## src/rtl/fpu_pkg.sv

```systemverilog
// Shared types and constants for the FPU conversion-unit writeback path.
// The itof and ftoi conversion units share one register-file writeback port.
package fpu_pkg;

    localparam int TAGW_DEFAULT = 5;
    localparam int ITOF_LAT     = 4;
    localparam int FTOI_LAT     = 3;

    typedef struct packed {
        logic [31:0]             data;
        logic [TAGW_DEFAULT-1:0] rd;
        logic                    is_int;
    } wb_entry_t;

endpackage

```

## src/rtl/fpu_wb_fifo2w.sv

```systemverilog
// Result storage with two write ports and one read port.
// The write ports must be compacted: we1 may only be set when we0 is also set.
module fpu_wb_fifo2w
    import fpu_pkg::*;
#(
    parameter int  DEPTH = 4,
    parameter type T     = wb_entry_t
) (
    input  logic                     clk,
    input  logic                     rst,
    input  logic                     we0,
    input  T                         wd0,
    input  logic                     we1,
    input  T                         wd1,
    input  logic                     pop,
    output T                         rd_data,
    output logic [$clog2(DEPTH):0]   count,
    output logic [$clog2(DEPTH):0]   count_nxt
);

    localparam int PW = $clog2(DEPTH);
    localparam int CW = PW + 1;

    T                mem_r [DEPTH];
    logic [PW-1:0]   wr_ptr_r;
    logic [PW-1:0]   rd_ptr_r;
    logic [CW-1:0]   count_r;
    logic [CW-1:0]   count_nxt_s;
    logic [PW-1:0]   wr_adv_s;

    // Next occupancy and write-pointer advance from this cycle's pushes and pop.
    always_comb begin
        count_nxt_s = count_r + CW'(we0) + CW'(we1) - CW'(pop);
        wr_adv_s    = PW'(we0) + PW'(we1);
    end

    // Pointer and occupancy state; reset empties the queue immediately.
    always_ff @(posedge clk or posedge rst) begin
        if (rst) begin
            wr_ptr_r <= {PW{1'b0}};
            rd_ptr_r <= {PW{1'b0}};
            count_r  <= {CW{1'b0}};
        end else begin
            wr_ptr_r <= wr_ptr_r + wr_adv_s;
            rd_ptr_r <= rd_ptr_r + PW'(pop);
            count_r  <= count_nxt_s;
        end
    end

    // Storage array; contents are don't-care until written, so no reset.
    always_ff @(posedge clk) begin
        if (we0) begin
            mem_r[wr_ptr_r] <= wd0;
        end
        if (we1) begin
            mem_r[wr_ptr_r + PW'(1)] <= wd1;
        end
    end

    assign rd_data   = mem_r[rd_ptr_r];
    assign count     = count_r;
    assign count_nxt = count_nxt_s;

endmodule

```

## src/rtl/fpu_wb_queue.sv

```systemverilog
// Writeback queue merging itof and ftoi results onto one register-file port.
// Holds push ordering, drop/overflow detection and the issue stall.
module fpu_wb_queue
    import fpu_pkg::*;
#(
    parameter int DEPTH = 4,
    parameter int TAGW  = TAGW_DEFAULT
) (
    input  logic            clk,
    input  logic            rst,
    input  logic            itof_valid,
    input  logic [31:0]     itof_y,
    input  logic [TAGW-1:0] itof_rd,
    input  logic            ftoi_valid,
    input  logic [31:0]     ftoi_y,
    input  logic [TAGW-1:0] ftoi_rd,
    output logic            wb_valid,
    output logic [31:0]     wb_data,
    output logic [TAGW-1:0] wb_rd,
    output logic            wb_is_int,
    input  logic            wb_ready,
    output logic            fpu_stall,
    output logic            overflow
);

    localparam int CW = $clog2(DEPTH) + 1;

    typedef struct packed {
        logic [31:0]     data;
        logic [TAGW-1:0] rd;
        logic            is_int;
    } entry_t;

    entry_t          itof_e_s;
    entry_t          ftoi_e_s;
    entry_t          wd0_s;
    entry_t          wd1_s;
    entry_t          head_s;
    logic            we0_s;
    logic            we1_s;
    logic            pop_s;
    logic            itof_acc_s;
    logic            ftoi_acc_s;
    logic            drop_s;
    logic [CW-1:0]   free_s;
    logic [CW-1:0]   count_s;
    logic [CW-1:0]   count_nxt_s;
    logic            fpu_stall_r;
    logic            overflow_r;

    // Acceptance and slot ordering: itof always claims space first and the lower slot.
    always_comb begin
        pop_s    = wb_valid & wb_ready;
        free_s   = CW'(DEPTH) - count_s + CW'(pop_s);
        itof_e_s = '{data: itof_y, rd: itof_rd, is_int: 1'b0};
        ftoi_e_s = '{data: ftoi_y, rd: ftoi_rd, is_int: 1'b1};
        itof_acc_s = itof_valid & (free_s >= CW'(1));
        if (itof_acc_s) begin
            ftoi_acc_s = ftoi_valid & (free_s >= CW'(2));
        end else begin
            ftoi_acc_s = ftoi_valid & (free_s >= CW'(1));
        end
        drop_s = (itof_valid & ~itof_acc_s) | (ftoi_valid & ~ftoi_acc_s);
        we0_s  = itof_acc_s | ftoi_acc_s;
        we1_s  = itof_acc_s & ftoi_acc_s;
        if (itof_acc_s) begin
            wd0_s = itof_e_s;
        end else begin
            wd0_s = ftoi_e_s;
        end
        wd1_s = ftoi_e_s;
    end

    fpu_wb_fifo2w #(
        .DEPTH (DEPTH),
        .T     (entry_t)
    ) u_fifo (
        .clk       (clk),
        .rst       (rst),
        .we0       (we0_s),
        .wd0       (wd0_s),
        .we1       (we1_s),
        .wd1       (wd1_s),
        .pop       (pop_s),
        .rd_data   (head_s),
        .count     (count_s),
        .count_nxt (count_nxt_s)
    );

    // Stall leaves two free slots so a dual push already in flight still fits.
    always_ff @(posedge clk or posedge rst) begin
        if (rst) begin
            fpu_stall_r <= 1'b0;
            overflow_r  <= 1'b0;
        end else begin
            fpu_stall_r <= (count_nxt_s >= CW'(DEPTH - 2));
            overflow_r  <= overflow_r | drop_s;
        end
    end

    assign wb_valid  = (count_s != {CW{1'b0}});
    assign wb_data   = head_s.data;
    assign wb_rd     = head_s.rd;
    assign wb_is_int = head_s.is_int;
    assign fpu_stall = fpu_stall_r;
    assign overflow  = overflow_r;

endmodule
```

## config.mk

```make
export PLATFORM = sky130hd
export DESIGN_NAME = fpu_wb_queue
export DESIGN_NICKNAME = d
export VERILOG_FILES = /design/src/rtl/fpu_pkg.sv /design/src/rtl/fpu_wb_fifo2w.sv /design/src/rtl/fpu_wb_queue.sv
export SDC_FILE = /design/constraint.sdc
export NUM_CORES = 1
export LEC_CHECK = 0
export ABC_AREA = 1
export CORE_MARGIN = 3
export CORE_UTILIZATION = 57
export CTS_CLUSTER_DIAMETER = 50
export DETAILED_ROUTE_END_ITERATION = 8
export GPL_ROUTABILITY_DRIVEN = 0
export MAX_ROUTING_LAYER = met4
export PLACE_DENSITY = 0.81
export SLEW_MARGIN = 10
export SYNTH_ARGS = -nofsm -noshare
export SYNTH_HDL_FRONTEND = slang
export SYNTH_HIERARCHICAL = 1
export SYNTH_SLANG_ARGS = --single-unit
```

## constraint.sdc

```tcl
create_clock -name clk -period 5 [get_ports clk]
set_input_delay 1.5 -clock clk [delete_from_list [all_inputs] [get_ports clk]]
set_output_delay 1.5 -clock clk [all_outputs]
set_load 0.1 [all_outputs]
```

==> run_results.csv <==
group,metric,value,unit
sta,fmax,240,MHz
logic_synthesis,yosysUniqueCellTypes,22,
die,core-area,16700,um2
cts,cts_buffers,17,
detailed_routing,ant_nets,0,
detailed_routing,drc_errors,0,
cells_and_area,layout_commonest_cell,"nand2_1",
outcome,outcome,"finished clean",
critical_path,worstSetupPathType,"in -> reg",
critical_path,r2r_cells,21,
die,fp-row-count,47,
sta,relSlewSlack,0.169,
critical_path,startpoint,"wb_ready",
logic_synthesis,yosys_warnings,6,
die,die-width,137,um
grt,grt_util_all_layers,0.302,
die,ioPinCount,120,
detailed_routing,drtIter0Drc,1181,
logic_synthesis,syn_area_per_cell,7.51,um2
critical_path,critPathCaptureType,"flop",
grt,grt_start_max_net_pins,78,
worst_hold_path,hold_path_class,"reg -> reg",
cells_and_area,area_delta_synth_final,16.7,%
sta,finalCritPeriodShare,0.833,
placement,io_buffers,119,
placement,dp_hpwl,15.6,mm
cts,cts_setup_buffers,0,
critical_path,crit_path_start_kind,"primary input",
run,maxCapViolations,0,
cells_and_area,diodes,0,
detailed_routing,drt-total-wl,27.1,mm
cells_and_area,layout_common_cells,"nand2_1 (544), inv_1 (206), nand3_1 (158)",
cts,cts_sinks,161,
detailed_routing,vias_per_cell,5.60,
detailed_routing,drt_pre_antenna_iters,6,
sta,worst_pin_slew,1.24,ns
cts,holdBufCountCts,0,
critical_path,cp_max_fo,3,
grt,first_global_vias,8233,
cts,h-tree-depth,4,
sta,setup_viol,0,
critical_path,reg2reg_to,"fpu_stall",
critical_path,crit_required,5.31,ns
grt,antenna_found_initial,0,
grt,grt_pass1_wl,42.5,mm
critical_path,regToRegSetupSlack,1.74,ns
grt,grt_overflow,0,
die,die_y,137,um
cts,cts_tree,"built",
cells_and_area,final_nets,1464,
critical_path,setup.worst_path.end,"fpu_stall",
logic_synthesis,ys_ff_latch,161,
critical_path,arrival,4.47,ns
die,start_util,0.587,
logic_synthesis,synthCells,1306,
detailed_routing,vias,9028,
cts,postCtsResizedCells,0,
sta,hold_viol_final,0,
cts,cts_buffer_depth,2,
cts,root_buffer,"clkbuf_16",
logic_synthesis,yosysSeqAreaShare,0.489,
logic_synthesis,synth_area,9800,um2
sta,setup_tns,0,ns
cells_and_area,layout-drive-gt1-share,0.0798,
cts,worstSkewPairLatency,0.43,ns
detailed_routing,wl_per_cell,16.8,um
sta,period_needed,4.16,ns
critical_path,reg2reg_from,"u_fifo/count[2]",
sta,rsz0062_at_grt,"no",
die,dieArea,18800,um2
cts,clk_pin_slew,0.06,ns
sta,finalClockSkew,0.00670,ns
sta,slew_viol_final,0,
final cells by class:
cell class	count	area [um2]
Clock buffer	19	433
Clock inverter	13	96.3
Fill cell	1343	5260
Inverter	210	790
Multi-Input combinational cell	846	3760
Sequential cell	161	4790
Tap cell	220	275
Timing Repair Buffer	142	1290
layer usage:
metal,GRT usage,vias up,wire length (um)
li1,-,4303,-
met5,-,-,0
met4,0.111,0,502
met1,0.396,4146,10700
met2,0.479,533,13100
met3,0.0496,46,2730
kinds of logic after synthesis:
family                   Yosys count  synth area share
AO/OA/AOI/OAI                     39            0.0199
flip-flops                       161             0.489
buffers and inverters            302             0.132
AND/OR/NAND/NOR                  794             0.346
adder cells (fa/ha/maj)            7            0.0112
other                              1          0.000383
XOR/XNOR                           2           0.00179
per-stage QoR:
step	instance area (um2)	instances	hold WS, ns	util	worst slack [ns]
after global placement	10900	1579	0.480	0.653	0.514
after CTS	11400	1611	0.507	0.685	0.848
after detailed placement	10900	1579	0.479	0.653	0.378
final	11400	1611	0.509	0.685	0.837
after global routing	11400	1611	0.527	0.685	0.636
after floorplan	9810	1309	0.461	-	0.441
state kept, by name, summed over array words and instances, names as in the netlist:
signal and count:
u_fifo/wr_ptr_r 2, u_fifo/count 3, fpu_stall 1, u_fifo/mem_r 152, u_fifo/rd_ptr_r 2, overflow 1
Yosys cell counts:
cell type	number	area, um2
a21oi_1	1	5.00
buf_1	2	7.51
buf_2	34	170
buf_4	15	113
buf_6	8	90.1
clkbuf_1	33	124
conb_1	1	3.75
dfrtp_1	9	225
edfxtp_1	152	4560
fa_1	3	60.1
ha_1	4	50.1
inv_1	207	777
inv_2	3	11.3
nand2_1	550	2060
nand3_1	160	801
nand3_2	1	10.0
nand4_1	78	488
nor2_1	2	7.51
nor2_4	1	11.3
o21ai_1	38	190
or2_2	2	12.5
xor2_1	2	17.5
critical path: stages:
cell             delay, ns
clkdlybuf4s50_1       0.45
nand2_1               0.07
ha_1                  0.33
or2_2                 0.30
nand2_1               0.10
nand3_1               0.10
clkinv_2              0.09
inv_1                 0.04
ha_1                  0.27
inv_1                 0.04
fa_1                  0.37
fa_1                  0.40
nand2_1               0.09
nand2_1               0.06
or2_2                 0.27
worst min path at each step:
stage / startpoint / endpoint / slack (ns) / cells after the start
floorplan: u_fifo/rd_ptr_r[0] / u_fifo/rd_ptr_r[0] / 0.46 / 1
finish: overflow / overflow / 0.51 / 2
global route: overflow / overflow / 0.53 / 2
global placement: overflow / overflow / 0.48 / 2
CTS: overflow / overflow / 0.51 / 2
detailed placement: overflow / overflow / 0.48 / 2
Power is left out: the tool's default activity adds up to more than one toggle a clock period on the data nets, which glitch-free logic cannot reach.
